File: src/rtl/vergister_writeback_pkg.sv
// Shared types for the register-file write side: word, register index and write request.
// Latency: n/a (types only). Backpressure: n/a.
// A write request carries its own valid so ALU, completion and write port share one shape.
package vergister_writeback_pkg;

    localparam int REGISTER_COUNT = 32;
    localparam int XLEN           = 32;

    typedef logic [XLEN-1:0] word_t;
    typedef logic [4:0]      reg_index_t;

    typedef struct packed {
        logic       valid;
        reg_index_t rd;
        word_t      data;
    } wb_req_t;

endpackage

File: src/rtl/vergister_scoreboard.sv
// Busy-register scoreboard and pending-op counter for long-latency destinations.
// Latency: busy/count update at the clock edge; hazard and full are combinational from state.
// Backpressure: full forbids further issues; hazard stalls decode until the owner completes.
module vergister_scoreboard
    import vergister_writeback_pkg::*;
#(
    parameter int MAX_PENDING = 4,
    localparam int CW = $clog2(MAX_PENDING + 1)
) (
    input  logic       clk,
    input  logic       reset,
    input  logic       issue_valid,
    input  reg_index_t issue_rd,
    input  logic       done_valid,
    input  logic       done_xfer,
    input  reg_index_t done_rd,
    input  reg_index_t dec_rs1,
    input  reg_index_t dec_rs2,
    input  reg_index_t dec_rd,
    output logic       hazard,
    output logic       full
);

    logic [REGISTER_COUNT-1:0] busy_q;
    logic [REGISTER_COUNT-1:0] busy_n;
    logic [CW-1:0]             count_q;
    logic [CW-1:0]             count_n;

    // Set is applied after clear so a same-cycle issue to the completing rd keeps it busy.
    always_comb begin
        busy_n = busy_q;
        if (done_xfer) begin
            busy_n[done_rd] = 1'b0;
        end
        if (issue_valid && (issue_rd != '0)) begin
            busy_n[issue_rd] = 1'b1;
        end
        busy_n[0] = 1'b0;
    end

    always_comb begin
        count_n = count_q;
        case ({issue_valid, done_xfer})
            2'b10:   count_n = count_q + CW'(1);
            2'b01:   count_n = count_q - CW'(1);
            default: count_n = count_q;
        endcase
    end

    always_ff @(posedge clk) begin
        if (reset) begin
            busy_q  <= '0;
            count_q <= '0;
        end else begin
            busy_q  <= busy_n;
            count_q <= count_n;
        end
    end

    assign full   = (count_q == CW'(MAX_PENDING));
    assign hazard = !reset && (((dec_rs1 != '0) && busy_q[dec_rs1]) ||
                               ((dec_rs2 != '0) && busy_q[dec_rs2]) ||
                               ((dec_rd  != '0) && busy_q[dec_rd]));

    a_issue_when_full : assert property (@(posedge clk) disable iff (reset)
        !(issue_valid && full));
    a_issue_to_busy : assert property (@(posedge clk) disable iff (reset)
        !(issue_valid && busy_q[issue_rd] && !(done_xfer && (done_rd == issue_rd))));
    a_done_when_idle : assert property (@(posedge clk) disable iff (reset)
        !(done_valid && (count_q == '0)));
    a_done_not_busy : assert property (@(posedge clk) disable iff (reset)
        !(done_valid && (done_rd != '0) && !busy_q[done_rd]));

endmodule

File: src/rtl/vergister_writeback.sv
// Merges ALU results and long-latency completions onto the single register-file write port.
// Latency: one cycle from ALU valid / completion transfer to the registered write port.
// Backpressure: ALU always wins; done_ready drops while alu_valid is high.
module vergister_writeback
    import vergister_writeback_pkg::*;
#(
    parameter int MAX_PENDING = 4
) (
    input  logic       clk,
    input  logic       reset,
    input  logic       issue_valid,
    input  reg_index_t issue_rd,
    input  logic       alu_valid,
    input  reg_index_t alu_rd,
    input  word_t      alu_data,
    input  logic       done_valid,
    output logic       done_ready,
    input  reg_index_t done_rd,
    input  word_t      done_data,
    input  reg_index_t dec_rs1,
    input  reg_index_t dec_rs2,
    input  reg_index_t dec_rd,
    output logic       hazard,
    output logic       full,
    output logic       wr_enable,
    output reg_index_t wr_rd,
    output word_t      wr_data
);

    wb_req_t alu_req;
    wb_req_t done_req;
    wb_req_t wr_q;
    logic    done_xfer;

    assign alu_req    = '{valid: alu_valid,  rd: alu_rd,  data: alu_data};
    assign done_req   = '{valid: done_valid, rd: done_rd, data: done_data};
    assign done_ready = !reset && !alu_req.valid;
    assign done_xfer  = done_req.valid && done_ready;

    // Index and data always latch from the winning source; only the enable is masked for x0.
    always_ff @(posedge clk) begin
        if (reset) begin
            wr_q <= '0;
        end else if (alu_req.valid) begin
            wr_q <= '{valid: (alu_req.rd != '0), rd: alu_req.rd, data: alu_req.data};
        end else if (done_xfer) begin
            wr_q <= '{valid: (done_req.rd != '0), rd: done_req.rd, data: done_req.data};
        end else begin
            wr_q.valid <= 1'b0;
        end
    end

    assign wr_enable = wr_q.valid;
    assign wr_rd     = wr_q.rd;
    assign wr_data   = wr_q.data;

    vergister_scoreboard #(
        .MAX_PENDING (MAX_PENDING)
    ) u_scoreboard (
        .clk         (clk),
        .reset       (reset),
        .issue_valid (issue_valid),
        .issue_rd    (issue_rd),
        .done_valid  (done_req.valid),
        .done_xfer   (done_xfer),
        .done_rd     (done_req.rd),
        .dec_rs1     (dec_rs1),
        .dec_rs2     (dec_rs2),
        .dec_rd      (dec_rd),
        .hazard      (hazard),
        .full        (full)
    );

endmodule

File: config.mk
export PLATFORM = sky130hd
export DESIGN_NAME = vergister_writeback
export DESIGN_NICKNAME = d
export VERILOG_FILES = /design/src/rtl/vergister_writeback_pkg.sv /design/src/rtl/vergister_scoreboard.sv /design/src/rtl/vergister_writeback.sv
export SDC_FILE = /design/constraint.sdc
export NUM_CORES = 1
export LEC_CHECK = 0
export BUFFER_PORTS_ARGS = -buffer_cell sky130_fd_sc_hd__buf_4
export CORE_AREA = 2 2 75 130
export DETAILED_ROUTE_END_ITERATION = 8
export DIE_AREA = 0 0 77 132
export PLACE_DENSITY = 0.74
export SLEW_MARGIN = 15
export SYNTH_ARGS = -nofsm -noshare
export SYNTH_HDL_FRONTEND = slang
export SYNTH_SLANG_ARGS = --single-unit
export TNS_END_PERCENT = 20
File: constraint.sdc
create_clock -name clk -period 2.2 [get_ports clk]
set_input_delay 0.22 -clock clk [delete_from_list [all_inputs] [get_ports clk]]
set_output_delay 0.22 -clock clk [all_outputs]
set_load 0.03 [all_outputs]
Word level (Yosys, flattened, before mapping). Cells that the tools add are included.

Register bits: 73. Input bits: 99. Output and inout bits: 41.

Muxes and demuxes: 16. Bitwise gates (word level): 3. Add/sub/neg operators: 2. Reductions and logical operators: 21. Eq/ne operators: 3. Magnitude comparators: 7.

Operators by type and width (count): 32-bit two-way mux (2); 38-bit two-way mux (1); 37-bit two-way mux (1); 32-bit AND (1); 32-bit NOT (1); 32-bit bitwise OR (1); 5-bit by 6-bit < comparator with 1-bit output (second input constant) (5); 5-bit nonzero test (6); 1-bit binary-select mux with 5-bit select (3); 1-bit demux with 5-bit select (2); 5-bit by 1-bit greater-or-equal comparator with 1-bit output (second input constant) (2); 1-bit logical AND (9); 1-bit two-way mux (6); 3-bit one-hot mux with 2 select lines (1); 2-bit nonzero test (2); 3-bit by 1-bit adder with 3-bit output (second input constant) (1); 3-bit == test (second input constant) (1); 3-bit by 1-bit subtractor with 3-bit output (second input constant) (1); 2-bit by 1-bit == test with 1-bit output (second input constant) (1); 2-bit == test (second input constant) (1); 1-bit logical NOT (2); 1-bit logical OR (2).

Depth between registers and ports, before layout.
Depth after elaboration: 9. Mapped depth: 9. Gate-level depth less buffers: 8.

Cells and area by module. Synthesis repeated with hierarchy kept, for this count alone.

Cell total of the unflattened synthesis: 439. Area total of the unflattened synthesis: 4200.3 µm².

Modules (own cells, without submodules): vergister_scoreboard (seq. area each 680.7 µm², instances 1, cells each 269, area an instance 2312.2 µm²); vergister_writeback (seq. area each 760.7 µm², instances 1, cells each 170, area an instance 1888.1 µm²).

Least setup slack after synthesis. No wires, ideal clock.

Kind: input to register. From: in alu_valid. To: reg u_scoreboard.count_q[2]. Slack: -90 ps. Cell stages on the path: 9. Buffers on the path: 1. Data arrival time: 2220 ps. Library setup time: 70 ps. Required time: 2130 ps. Cells stage by stage: nor2_1 -> and2_1 -> clkbuf_1 -> ha_1 -> inv_1 -> fa_1 -> xor2_1 -> or3_1 -> a21oi_1.

Longest elaborated chain between the ends: 5. Elaborated cells on any way between the ends: 7.

Ends and longest elaborated chain: from (decl) (RTL line vergister_writeback.sv:13) `input logic alu_valid,`; 1-bit logical NOT (*) (RTL line vergister_writeback.sv:37) `assign done_ready = !reset && !alu_req.valid;`; 1-bit logical AND (*) (RTL line vergister_writeback.sv:37); 1-bit logical AND (*) (RTL line vergister_writeback.sv:38) `assign done_xfer = done_req.valid && done_ready;`; 2-bit by 1-bit == test with 1-bit output / 2-bit == test (equally long branches) (RTL line vergister_scoreboard.sv:43) `case ({issue_valid, done_xfer})`; 3-bit one-hot mux with 2 select lines / 2-bit nonzero test (equally long branches); to (signal assigned) (RTL line vergister_scoreboard.sv:56) `count_q <= count_n;`; to (decl) (RTL line vergister_scoreboard.sv:26) `logic [CW-1:0] count_q;`.

Mark *: on every way between the ends. The rest lies on a longest branch, timed or not. A chain may end at the register's enable or synchronous reset.

Worst setup path in the final report.
From: reg u_scoreboard.busy_q[31]. To: out hazard.

Longest elaborated chain between the ends: 6. Elaborated cells on any way between the ends: 12.

Ends and longest elaborated chain: from (decl) (RTL line vergister_scoreboard.sv:24) `logic [REGISTER_COUNT-1:0] busy_q;`; from (signal assigned) (RTL line vergister_scoreboard.sv:55) `busy_q <= busy_n;`; 1-bit binary-select mux with 5-bit select, on equally long branches (RTL line vergister_scoreboard.sv:61, vergister_scoreboard.sv:62); 1-bit two-way mux, on equally long branches (RTL line vergister_scoreboard.sv:61, vergister_scoreboard.sv:62); 1-bit logical AND, on equally long branches (RTL line vergister_scoreboard.sv:61, vergister_scoreboard.sv:62); 1-bit logical OR (RTL line vergister_scoreboard.sv:61) `assign hazard = !reset && (((dec_rs1 != '0) && busy_q[dec_rs1]) ||`; 1-bit logical OR (*) (RTL line vergister_scoreboard.sv:62) `((dec_rs2 != '0) && busy_q[dec_rs2]) ||`; 1-bit logical AND (*) (RTL line vergister_scoreboard.sv:61); to (decl) (RTL line vergister_writeback.sv:23) `output logic hazard,`.

Mark *: on every way between the ends. The rest lies on a longest branch, timed or not. The select of a mux whose other input is x is not followed.

==> reports/metrics.yaml <==
status: "finished, violations left"
violations: "negative setup slack"
rows: 46
critPathSlowestCell: "mux4_2"
critical_path_class: "register to output pin"
yosysUniqueCellTypes: 42
max_cap_violations: 0
grt_max_degree: 76
skew_ns: 0.00168
detail-route-antenna-nets: 0
synth_ff_type: "dfxtp_1"
postSynthCellCount: 457
synth_edf_count: 0
path_depth: 6
busiest_layer: "met2"
setup_tns_ns: -0.0809
insertedDiodeCount: 0
boundaryPins: 140
end_kind: "output pin"
grt_util_all_layers_pct: 24.0
grt_pass1_wl_mm: 19.5
gr-usage-met1_pct: 24.0
cts_buffer_depth: 2
ff_latch_area_mm2: 0.00145
die_height_um: 132
multiInputGateArea_mm2: 0.00237
antenna_found_initial: 0
dr.pass1.iters: 4
yosys_warnings: 0
tightest_slew_ns: 0.771
slew_headroom_pct: 48.6
hp-class: "input port to register"
grt-ovfl-total: 0
cts_tree: "done"
slew_violations: 0
grt_setup_unrepaired: "yes"
root_buffer: "clkbuf_16"
async_flop_share_pct: 0
portBuffers: 139
timing.final.ws_setup_ns: -0.0809
fillCellCount: 844
p_leak_nw: 2.36
final_util_pct: 59.4
htree_levels: 3
viasPerCell: 5.61
worst_ep_arrival_time_ns: 2.06
core_area_mm2: 0.00909
crit_required_ns: 1.98
min_period_ns: 2.28
layout_worst_path_cycle_share_pct: 104
crit_fanout: 4
worst_setup_path_start_kind: "register"
hold_depth: 3
gp_congestion: 0.897
reg2reg_depth: 5
syn_area_per_cell_um2: 8.70
drive_gt1_share_pct: 31.9
start_util_pct: 43.7
synth_area_mm2: 0.00398
cts-buffers-inserted: 9
path_cells: "mux4_2 > nand3_1 > o21ai_1 > a2111oi_2 > a41oi_1 > buf_4"
clk_pin_slew_worst_paths_ns: 0.06
die_x_um: 77
hold_viol: 0
dieArea_mm2: 0.0102
grt_pass1_vias: 4137
area_delta_synth_final_pct: 35.8
synth_fp_nets: 558
cts.sinks: 72
drt_iter0_drc: 214
ir_drop_mv: 0.496
path_buf_inv: 1
clock.fmax_ghz: 0.438
ys_seq_area_share_pct: 36.2
clk_latency_ns: 0.33
fin_nets: 684
use_met3_pct: 6.03
slowest_delay_ns: 0.47
critical-path-top-delay-family: "compound AO/OA/AOI/OAI gates"
drc: 0
setup_violations: 1
wl_per_cell_um: 17.0
dp_hpwl_mm: 9.11
ctsHoldBuffers: 0
synth_seq_cells: 72
powerDensity_mw_per_mm2: 657
drt-total-wl_mm: 12.0
vias: 3963
grt.met2_usage_pct: 44.3
final timing paths:
path	startpoint	endpoint	slack, ns
worst max-delay path	u_scoreboard.busy_q[31]	hazard	-0.08
worst min-delay path	alu_data[5]	wr_data[5]	0.11
worst max register to register	u_scoreboard.count_q[0]	u_scoreboard.count_q[2]	0.66
worst min register to register	u_scoreboard.busy_q[10]	u_scoreboard.busy_q[10]	0.50
cell usage in the layout, fill, tap and decap left out, types with 2 or more instances in the layout:
cell / instances
buf_4: 146
nor2_1: 83
a21oi_1: 73
dfxtp_1: 68
mux2i_1: 43
nand2_1: 37
o21ai_0: 33
mux4_2: 13
clkbuf_16: 9
mux4_1: 8
inv_1: 7
nor3b_1: 5
nand3b_1: 5
dfxtp_2: 4
and3_1: 3
nor2b_1: 3
nand3_1: 3
nand4b_1: 3
mux2_2: 3
clkbuf_8: 3
a2111oi_1: 2
a31oi_1: 2
and3b_1: 2
nor3_1: 2
or3b_2: 2
or3_1: 2
xor2_1: 2
clkinv_2: 2
power by group:
group	switching, W	leakage (nW)	internal [W]
registers	0.0000350	0.592	0.00136
clock network	0.000521	0.154	0.000959
logic	0.000361	1.61	0.000305
total	0.000916	2.36	0.00263
worst reg2reg max path, delay by kind of cell, from the launching register on:
| family | cells | cell delay, ns |
|---|---|---|
| flops | 1 | 0.34 |
| fa+ha+maj | 1 | 0.43 |
| compound gates | 1 | 0.15 |
| xor+xnor | 1 | 0.15 |
| buf+inv | 1 | 0.07 |
| simple gates | 1 | 0.32 |
state kept, by name (all words and copies together) (netlist names):
| register | count |
|---|---|
| u_scoreboard.busy_q | 31 |
| wr_data | 32 |
| wr_enable | 1 |
| u_scoreboard.count_q | 3 |
| wr_rd | 5 |
kinds of logic after synthesis:
family	after synthesis	share of synthesized area, %
buffers and inverters	38	4.09
muxes	67	24.6
DFF	72	36.2
AOI/OAI and AO/OA	119	15.9
and+or+nand+nor	157	17.9
xor gates and xnor gates	2	0.441
adders and majority gates	2	0.818
metrics by stage:
stage	power, W	instance area [um^2]	hold WS, ns	std cells	setup WS [ns]
final	0.00355	5400	0.115	707	-0.0809
after global routing	0.00368	5400	0.133	707	-0.162
after CTS	0.00356	5400	0.109	707	-0.0815
after detailed placement	0.00209	5090	0.461	692	0.00447
after global placement	0.00207	5090	0.447	692	0.0645
after floorplan	0.00179	3980	0.359	457	0.0820
repair_timing:
item	4_1_cts	5_1_grt
setup buffers	0	0
pin swaps	2	1
gates resized for setup	6	6
endpoints found under the setup margin	1	1
gates cloned	0	0
area by class of cell:
| class | instances | area share, % |
|---|---|---|
| multi-input combinational | 347 | 44.0 |
| sequential | 72 | 26.8 |
| timing repair buffer | 146 | 20.3 |
| clock buffer | 12 | 4.94 |
| tap | 120 | 2.78 |
| clock inverter | 3 | 0.741 |
| inverter | 7 | 0.487 |
per-layer routing:
| layer | part of all wire, % | vias up |
|---|---|---|
| li1 | - | 1887 |
| met1 | 35 | 1867 |
| met2 | 54 | 177 |
| met3 | 7.2 | 32 |
| met4 | 3.4 | 0 |
| met5 | 0 | - |
cells in the mapped netlist, drive strengths merged (5+ instances only):
cell type | instances | area share (%)
o21ai | 34 | 4.3
nand3b | 5 | 0.94
nand2 | 37 | 3.5
clkbuf | 20 | 1.9
buf | 11 | 1.5
mux2i | 43 | 11
inv | 7 | 0.66
dfxtp | 72 | 36
a21oi | 74 | 9.3
mux4 | 21 | 13
nor3b | 5 | 0.94
nor2 | 84 | 7.9
No activity file was read; power rests on OpenSTA's default activity.
